[config.mk]
export PLATFORM = sky130hd
export DESIGN_NAME = iss_inorder_n_flat
export DESIGN_NICKNAME = d
export VERILOG_FILES = /design/src/rtl/iss_inorder_n_if.sv /design/src/rtl/iss_inorder_n.sv /design/src/flat_wrapper.sv
export SDC_FILE = /design/constraint.sdc
export NUM_CORES = 2
export LEC_CHECK = 0
export CORE_AREA = 2 2 584 586
export DETAILED_ROUTE_END_ITERATION = 16
export DIE_AREA = 0 0 586 588
export GPL_TIMING_DRIVEN = 0
export PLACE_DENSITY = 0.33
export SLEW_MARGIN = 20
export SYNTH_ARGS = -nofsm -noshare
export SYNTH_HDL_FRONTEND = slang
export SYNTH_SLANG_ARGS = --single-unit
[constraint.sdc]
create_clock -name clock -period 10.6 [get_ports clock]
set_input_delay 3.18 -clock clock [delete_from_list [all_inputs] [get_ports clock]]
set_output_delay 3.18 -clock clock [all_outputs]
set_load 0.05 [all_outputs]
[src/rtl/iss_inorder_n_if.sv]
// Issue-stage bus: the instruction-queue head slots coming in and the
// per-unit output registers with their valid/ready handshake going out.
interface iss_inorder_n_if #(
  parameter int ISSUE_W = 4,
  parameter int N_ALU   = 2,
  parameter int N_MUL   = 1,
  parameter int ROB_W   = 4,
  parameter int DW      = 32,
  parameter int IW      = 64
);
  localparam int NU = N_ALU + N_MUL + 2;
  localparam int CW = $clog2(ISSUE_W + 1);

  // Instruction-queue head (slot 0 oldest)
  logic [ISSUE_W-1:0]       slot_valid_i;
  logic [ISSUE_W-1:0]       slot_ops_ready_i;
  logic [2*ISSUE_W-1:0]     slot_class_i;
  logic [ROB_W*ISSUE_W-1:0] slot_rob_i;
  logic [DW*ISSUE_W-1:0]    slot_a_i;
  logic [DW*ISSUE_W-1:0]    slot_b_i;
  logic [DW*ISSUE_W-1:0]    slot_c_i;
  logic [IW*ISSUE_W-1:0]    slot_inst_i;
  logic                     iq_enable_o;
  logic [CW-1:0]            iq_consumed_o;

  // Functional-unit output registers
  logic [NU-1:0]            u_valid_o;
  logic [NU-1:0]            u_ready_i;
  logic [ROB_W*NU-1:0]      u_rob_o;
  logic [DW*NU-1:0]         u_a_o;
  logic [DW*NU-1:0]         u_b_o;
  logic [DW*NU-1:0]         u_c_o;
  logic [IW*NU-1:0]         u_inst_o;

  // Issue stage side
  modport slave (
    input  slot_valid_i, slot_ops_ready_i, slot_class_i, slot_rob_i,
    input  slot_a_i, slot_b_i, slot_c_i, slot_inst_i, u_ready_i,
    output iq_enable_o, iq_consumed_o,
    output u_valid_o, u_rob_o, u_a_o, u_b_o, u_c_o, u_inst_o
  );

  // Instruction queue / functional units side
  modport master (
    output slot_valid_i, slot_ops_ready_i, slot_class_i, slot_rob_i,
    output slot_a_i, slot_b_i, slot_c_i, slot_inst_i, u_ready_i,
    input  iq_enable_o, iq_consumed_o,
    input  u_valid_o, u_rob_o, u_a_o, u_b_o, u_c_o, u_inst_o
  );
endinterface

[src/rtl/iss_inorder_n.sv]
// In-order issue stage: steers the oldest ready IQ entries, strictly in
// order, onto free functional units and holds each issued instruction in a
// per-unit register until the unit accepts it. A branch only issues together
// with its delay slot. flush squashes every unit register.
module iss_inorder_n #(
  parameter int ISSUE_W = 4,
  parameter int N_ALU   = 2,
  parameter int N_MUL   = 1,
  parameter int ROB_W   = 4,
  parameter int DW      = 32,
  parameter int IW      = 64
) (
  input  logic            clock,
  input  logic            reset_n,
  input  logic            flush_i,
  iss_inorder_n_if.slave  bus
);
  localparam int NU     = N_ALU + N_MUL + 2;
  localparam int LS_IDX = NU - 2;
  localparam int BR_IDX = NU - 1;
  localparam int UW     = $clog2(NU);
  localparam int SW     = $clog2(ISSUE_W);
  localparam int CW     = $clog2(ISSUE_W + 1);

  localparam logic [1:0] CLS_ALU = 2'd0;
  localparam logic [1:0] CLS_MUL = 2'd1;
  localparam logic [1:0] CLS_LS  = 2'd2;
  localparam logic [1:0] CLS_BR  = 2'd3;

  // Unit registers
  logic [NU-1:0]       u_valid_q;
  logic [ROB_W*NU-1:0] u_rob_q;
  logic [DW*NU-1:0]    u_a_q;
  logic [DW*NU-1:0]    u_b_q;
  logic [DW*NU-1:0]    u_c_q;
  logic [IW*NU-1:0]    u_inst_q;

  // Selection state
  logic [NU-1:0]      unit_free;
  logic [NU-1:0]      used;
  logic [NU-1:0]      avail;
  logic               stop;
  logic               pend_br;
  logic               found;
  logic               ok;
  logic [UW-1:0]      pick;
  logic [SW-1:0]      br_slot;
  logic [1:0]         cls;
  logic [CW-1:0]      cnt_d;
  logic [ISSUE_W-1:0] slot_iss;
  logic [UW-1:0]      slot_unit [ISSUE_W];

  // Unit load decode
  logic [NU-1:0]      load;
  logic [SW-1:0]      load_src [NU];
  logic               hit;

  // A unit can take a new instruction if empty or its occupant leaves now
  assign unit_free = ~u_valid_q | bus.u_ready_i;

  // Walk the slots oldest first; stop at the first one that cannot issue and
  // withdraw a branch whose delay slot fails to issue alongside it
  always_comb begin
    used    = '0;
    avail   = '0;
    stop    = 1'b0;
    pend_br = 1'b0;
    found   = 1'b0;
    ok      = 1'b0;
    pick    = '0;
    br_slot = '0;
    cls     = 2'd0;
    cnt_d   = '0;
    slot_iss = '0;
    for (int i = 0; i < ISSUE_W; i++) begin
      slot_unit[i] = '0;
    end
    for (int i = 0; i < ISSUE_W; i++) begin
      found = 1'b0;
      pick  = '0;
      avail = unit_free & ~used;
      cls   = bus.slot_class_i[2*i +: 2];
      case (cls)
        CLS_ALU: begin
          // ALUs sit below the MULs, so lowest-first covers the overflow
          for (int u = 0; u < N_ALU + N_MUL; u++) begin
            pick  = (!found && avail[u]) ? UW'(u) : pick;
            found = found | avail[u];
          end
        end
        CLS_MUL: begin
          for (int u = N_ALU; u < N_ALU + N_MUL; u++) begin
            pick  = (!found && avail[u]) ? UW'(u) : pick;
            found = found | avail[u];
          end
        end
        CLS_LS: begin
          found = avail[LS_IDX];
          pick  = UW'(LS_IDX);
        end
        CLS_BR: begin
          found = avail[BR_IDX];
          pick  = UW'(BR_IDX);
        end
        default: begin
          found = 1'b0;
          pick  = '0;
        end
      endcase
      ok = !stop && !flush_i && bus.slot_valid_i[i] &&
           bus.slot_ops_ready_i[i] && found;
      if (ok) begin
        used[pick]   = 1'b1;
        slot_unit[i] = pick;
        slot_iss[i]  = 1'b1;
        if (cls == CLS_BR) begin
          // Branch waits for its delay slot before it is counted
          pend_br = 1'b1;
          br_slot = SW'(i);
        end else begin
          cnt_d   = cnt_d + (pend_br ? CW'(2) : CW'(1));
          pend_br = 1'b0;
        end
      end else begin
        stop              = 1'b1;
        slot_iss[br_slot] = slot_iss[br_slot] & ~pend_br;
        pend_br           = 1'b0;
      end
    end
    // Branch in the last slot never has its delay slot this cycle
    slot_iss[br_slot] = slot_iss[br_slot] & ~pend_br;
  end

  // Invert slot->unit steering into per-unit load enables and source slots
  always_comb begin
    load = '0;
    hit  = 1'b0;
    for (int u = 0; u < NU; u++) begin
      load_src[u] = '0;
      for (int i = 0; i < ISSUE_W; i++) begin
        hit         = slot_iss[i] && (slot_unit[i] == UW'(u));
        load[u]     = load[u] | hit;
        load_src[u] = hit ? SW'(i) : load_src[u];
      end
    end
  end

  // Unit registers: load on issue, clear on accepted handshake, else hold
  always_ff @(posedge clock or negedge reset_n) begin
    if (!reset_n) begin
      u_valid_q <= '0;
      u_rob_q   <= '0;
      u_a_q     <= '0;
      u_b_q     <= '0;
      u_c_q     <= '0;
      u_inst_q  <= '0;
    end else if (flush_i) begin
      u_valid_q <= '0;
    end else begin
      for (int u = 0; u < NU; u++) begin
        if (load[u]) begin
          u_valid_q[u]               <= 1'b1;
          u_rob_q[u*ROB_W +: ROB_W]  <= bus.slot_rob_i[load_src[u]*ROB_W +: ROB_W];
          u_a_q[u*DW +: DW]          <= bus.slot_a_i[load_src[u]*DW +: DW];
          u_b_q[u*DW +: DW]          <= bus.slot_b_i[load_src[u]*DW +: DW];
          u_c_q[u*DW +: DW]          <= bus.slot_c_i[load_src[u]*DW +: DW];
          u_inst_q[u*IW +: IW]       <= bus.slot_inst_i[load_src[u]*IW +: IW];
        end else if (u_valid_q[u] && bus.u_ready_i[u]) begin
          u_valid_q[u] <= 1'b0;
        end else begin
          u_valid_q[u] <= u_valid_q[u];
        end
      end
    end
  end

  assign bus.iq_consumed_o = cnt_d;
  assign bus.iq_enable_o   = (cnt_d != '0);
  assign bus.u_valid_o     = u_valid_q;
  assign bus.u_rob_o       = u_rob_q;
  assign bus.u_a_o         = u_a_q;
  assign bus.u_b_o         = u_b_q;
  assign bus.u_c_o         = u_c_q;
  assign bus.u_inst_o      = u_inst_q;
endmodule

[src/flat_wrapper.sv]
// flat-port wrapper written by rule: the top's interface ports become plain ports
module iss_inorder_n_flat 
#(
  parameter int ISSUE_W = 4,
  parameter int N_ALU   = 2,
  parameter int N_MUL   = 1,
  parameter int ROB_W   = 4,
  parameter int DW      = 32,
  parameter int IW      = 64
)
  (clock, reset_n, flush_i, bus_slot_valid_i, bus_slot_ops_ready_i, bus_slot_class_i, bus_slot_rob_i, bus_slot_a_i, bus_slot_b_i, bus_slot_c_i, bus_slot_inst_i, bus_u_ready_i, bus_iq_enable_o, bus_iq_consumed_o, bus_u_valid_o, bus_u_rob_o, bus_u_a_o, bus_u_b_o, bus_u_c_o, bus_u_inst_o);
  iss_inorder_n_if #(.ISSUE_W(ISSUE_W), .N_ALU(N_ALU), .N_MUL(N_MUL), .ROB_W(ROB_W), .DW(DW), .IW(IW)) bus_i ();
  input  logic clock;
  input  logic reset_n;
  input  logic flush_i;
  input wire logic [$bits(bus_i.slot_valid_i)-1:0] bus_slot_valid_i;
  input wire logic [$bits(bus_i.slot_ops_ready_i)-1:0] bus_slot_ops_ready_i;
  input wire logic [$bits(bus_i.slot_class_i)-1:0] bus_slot_class_i;
  input wire logic [$bits(bus_i.slot_rob_i)-1:0] bus_slot_rob_i;
  input wire logic [$bits(bus_i.slot_a_i)-1:0] bus_slot_a_i;
  input wire logic [$bits(bus_i.slot_b_i)-1:0] bus_slot_b_i;
  input wire logic [$bits(bus_i.slot_c_i)-1:0] bus_slot_c_i;
  input wire logic [$bits(bus_i.slot_inst_i)-1:0] bus_slot_inst_i;
  input wire logic [$bits(bus_i.u_ready_i)-1:0] bus_u_ready_i;
  output wire logic [$bits(bus_i.iq_enable_o)-1:0] bus_iq_enable_o;
  output wire logic [$bits(bus_i.iq_consumed_o)-1:0] bus_iq_consumed_o;
  output wire logic [$bits(bus_i.u_valid_o)-1:0] bus_u_valid_o;
  output wire logic [$bits(bus_i.u_rob_o)-1:0] bus_u_rob_o;
  output wire logic [$bits(bus_i.u_a_o)-1:0] bus_u_a_o;
  output wire logic [$bits(bus_i.u_b_o)-1:0] bus_u_b_o;
  output wire logic [$bits(bus_i.u_c_o)-1:0] bus_u_c_o;
  output wire logic [$bits(bus_i.u_inst_o)-1:0] bus_u_inst_o;
  assign bus_i.slot_valid_i = bus_slot_valid_i;
  assign bus_i.slot_ops_ready_i = bus_slot_ops_ready_i;
  assign bus_i.slot_class_i = bus_slot_class_i;
  assign bus_i.slot_rob_i = bus_slot_rob_i;
  assign bus_i.slot_a_i = bus_slot_a_i;
  assign bus_i.slot_b_i = bus_slot_b_i;
  assign bus_i.slot_c_i = bus_slot_c_i;
  assign bus_i.slot_inst_i = bus_slot_inst_i;
  assign bus_i.u_ready_i = bus_u_ready_i;
  assign bus_iq_enable_o = bus_i.iq_enable_o;
  assign bus_iq_consumed_o = bus_i.iq_consumed_o;
  assign bus_u_valid_o = bus_i.u_valid_o;
  assign bus_u_rob_o = bus_i.u_rob_o;
  assign bus_u_a_o = bus_i.u_a_o;
  assign bus_u_b_o = bus_i.u_b_o;
  assign bus_u_c_o = bus_i.u_c_o;
  assign bus_u_inst_o = bus_i.u_inst_o;
  iss_inorder_n #(.ISSUE_W(ISSUE_W), .N_ALU(N_ALU), .N_MUL(N_MUL), .ROB_W(ROB_W), .DW(DW), .IW(IW)) u_core (.clock(clock), .reset_n(reset_n), .flush_i(flush_i), .bus(bus_i));
endmodule
==> summary.md <==
| Metric | Value |
|---|---|
| P&R area growth vs syn | 54.07% |
| Post-DP Area | 0.07217 mm² |
| Setup CP Type | in2out |
| RSZ-0062 raised after global routing | no |
| Worst hold path depth | 2 |
| CTS clk-pin slew, worst paths | 0.06 ns |
| Cell Pwr Density | 181.7 mW/mm² |
| Layout cells sized above 1 | 0.1307 |
| Worst r2r src | u_core.bus.u_valid_o[4]$_DFFE_PN0P_ |
| Final worst hold slack | 0.5057 ns |
| Die Wd | 586 µm |
| Row Count | 214 |
| Psw | 0.006016 W |
| R2R Path End | u_core.bus.u_b_o[51]$_DFFE_PN0P_ |
| Wire per inst | 43.43 µm |
| Netlist cell types | 70 |
| First-pass DRT Iterations | 9 |
| Largest net degree at the start of global routing | 121 |
| Worst path arrival time | 7.27 ns |
| Worst Setup Start Kind | input port |
| Clock share of power | 0.313 |
| Area leader, netlist | dfrtp_1 |
| Pint | 0.007875 W |
| Setup-failing EPs final | 0 |
| CP Capture Type | output pin |
| Clock Latency Late Sink | 0.92 ns |
| Max Cap Viol | 0 |
| Port Buffers | 1,506 |
| Max_slew headroom | 0.1575 |
| Clock sinks | 825 |
| Peak VDD IR | 0.0001467 V |
| Clock tree buffer depth | 4 |
| Initial Util | 0.1466 |
| Ys Warns | 0 |
| Post-Synthesis Cells | 5,552 |
| Initial antenna violation count | 180 |
| Cts hold-fix bufs | 0 |
| Synth Cell Area | 0.04963 mm² |
| GR peak layer | met2 |
| Outcome | complete, no violations |
| Start point of the worst hold path | u_core.bus.u_c_o[138]$_DFFE_PN0P_ |
| ANT nets after route | 0 |
| Yosys top cell area share | 0.4160 |
| Worst min path class | reg2reg |
| Routability Congestion | 0.9011 |
| Met2 usage | 0.4452 |
| I/O Pins | 1,509 |
| Sequential Power Share | 0.303 |
| Syn Area/Cell | 8.938 µm² |
| Asr flop ratio synth | 1.000 |
| CP required | 7.42 ns |
| Total CTS buffers | 125 |
| Hold worst-path end | u_core.bus.u_c_o[138]$_DFFE_PN0P_ |
| Switch share | 0.4331 |
| Fmax | 95.70 MHz |
| Seq/Total Area, Yosys | 0.4160 |
| Post-Syn Nets | 6,238 |
| Reg-to-reg setup timing slack | 4.94 ns |
| GR Util met1 | 0.3729 |
| Grt met3 use | 0.08594 |
| Core area | 0.3384 mm² |
| Vias in the first global route | 57,670 |
| Vias per cell | 5.000 |
| Primary FF master, synth | dfrtp_1 |
| Die height | 588 µm |
| DP HPWL | 404,000 µm |
| Final hold viol count | 0 |
| Die area | 0.3446 mm² |
| CTS Root Cell | clkbuf_16 |
| Final Cycle Share | 0.9858 |
| Combinational fraction of design power | 0.384 |
| DRT Wirelength | 518,800 µm |
| Worst reg-to-reg path cell count | 12 |
| Worst Max-Slew Pin Slew | 1.264 ns |
| P_leak | 29.58 nW |
| Post-layout nets | 7,946 |
| Worst Path Max Fanout | 5 |
| All-Layer GR Usage | 0.2891 |
| Via count | 59,730 |
| Global route overflow | 0 |
| H-Tree Depth | 3 |
| CTS tree | yes |
| Fillers | 37,270 |
| First-pass GRT wire length | 655,300 µm |
| Initial DRC Count | 6,733 |
| DRC Markers | 0 |
| Crit path time final | 10.45 ns |
| Cell area after layout | 0.07646 mm² |
| Post-synth EDFFs | 0 |
| Clock Skew | 0.06165 ns |
| #FFs+latches synth | 825 |
| Area contributors post-synth | dfrtp_1, a21oi_1, mux2_2 |
| Slew Limit Fails | 0 |
[cell families after synthesis]
logic type | after synthesis | share of synthesized area
AOI/OAI and AO/OA | 2202 | 0.2779
xor gates and xnor gates | 4 | 0.0007061
and+or+nand+nor | 1280 | 0.1101
buffers and inverters | 551 | 0.04692
DFF | 825 | 0.4160
muxes | 683 | 0.1463
adders and majority gates | 7 | 0.002017
[cell usage in the layout (no fill, tap or decap), types with 213 or more instances in the layout]
cell type	Yosys	routed
mux2i_1	343	343
o21ai_0	326	325
dfrtp_1	825	825
mux2_2	323	323
nor2_1	687	683
o21ai_1	213	213
nand2_1	222	217
a22oi_1	222	222
clkbuf_1	322	267
a21oi_1	827	825
clkdlybuf4s50_1	0	1491
[sequential cells by signal, indices dropped and copies added, names as in the netlist]
signal                cells
u_core.bus.u_rob_o       20
u_core.bus.u_b_o        160
u_core.bus.u_valid_o      5
u_core.bus.u_inst_o     320
u_core.bus.u_a_o        160
u_core.bus.u_c_o        160
[final cells by class]
class | instances | area (µm²) | share of cell area
Inverter | 9 | 33.78 | 0.0004418
Sequential cell | 825 | 20640 | 0.2700
Timing Repair Buffer | 1581 | 16760 | 0.2193
Antenna cell | 61 | 152.6 | 0.001996
Tap cell | 4536 | 5675 | 0.07423
Clock buffer | 180 | 3615 | 0.04728
Clock inverter | 34 | 361.6 | 0.004729
Buffer | 542 | 2441 | 0.03193
Multi-Input combinational cell | 4176 | 26770 | 0.3501
[worst max-delay path by stage]
stage	to	slack, ns	startpoint	cells after the start
detailed placement	bus_iq_enable_o	-1.59	flush_i	15
finish	bus_iq_enable_o	0.15	bus_u_ready_i[1]	16
CTS	bus_iq_enable_o	0.005	bus_slot_class_i[3]	16
floorplan	bus_iq_enable_o	0.54	bus_slot_class_i[0]	15
global route	bus_iq_enable_o	0.01	bus_slot_class_i[5]	17
global placement	u_core.bus.u_b_o[150]$_DFFE_PN0P_	-40.39	reset_n	1
[power groups by stage]
stage	Sequential (W)	Combinational [W]	Clock, W
finish	0.00421	0.00534	0.00435
global route	0.00424	0.00553	0.00452
CTS	0.00420	0.00533	0.00443
detailed placement	0.00424	0.00531	0
global placement	0.00426	0.00528	0
floorplan	0.00591	0.000935	0
[synthesized netlist by cell type (17+ instances only)]
cell / instances
buf_2: 145
nand3_1: 124
a221o_1: 156
nor2_1: 687
nor3_1: 187
o22ai_2: 80
o22a_1: 28
mux2_2: 323
nand2_1: 222
mux2_1: 17
o211ai_1: 23
a21oi_1: 827
o21ai_1: 213
dfrtp_1: 825
o21ai_0: 326
a22oi_1: 222
o22ai_1: 203
clkbuf_1: 322
a21o_1: 63
o221ai_1: 28
buf_1: 64
mux2i_1: 343
[per-stage QoR]
step / TNS (ns) / instances / setup slack [ns] / power [W] / utilization
2_1_floorplan: 0 / 5552 / 0.5359 / 0.006842 / -
3_3_place_gp: - / 11590 / -40.39 / 0.009546 / 0.2079
3_5_place_dp: -5.183 / 11660 / -1.588 / 0.009548 / 0.2132
4_1_cts: 0 / 11880 / 0.004711 / 0.01396 / 0.2252
5_1_grt: 0 / 11920 / 0.009597 / 0.01429 / 0.2257
6_report: 0 / 11940 / 0.1505 / 0.01389 / 0.2259
[layer usage]
layer,vias to the layer above,share of wire
met3,703,0.089
met4,44,0.044
li1,24220,-
met2,3494,0.44
met5,-,0.00057
met1,31260,0.42
[repair_timing]
action,4_1_cts,5_1_grt
pin swaps,6,7
gates resized for setup,39,26
setup buffers,5,4
endpoints found under the setup margin,4,3
[critical path, stage by stage]
cell,delay (ns)
clkdlybuf4s50_1,0.52
and4bb_2,0.30
o211ai_1,0.18
buf_4,0.16
nand2_2,0.14
nor3_4,0.26
nand2_2,0.12
mux2i_1,0.17
ha_1,0.25
fa_1,0.46
mux2_2,0.31
fa_1,0.43
xor2_1,0.18
nor3_1,0.08
a21oi_2,0.30
buf_6,0.21
No activity file was read; power rests on OpenSTA's default activity.
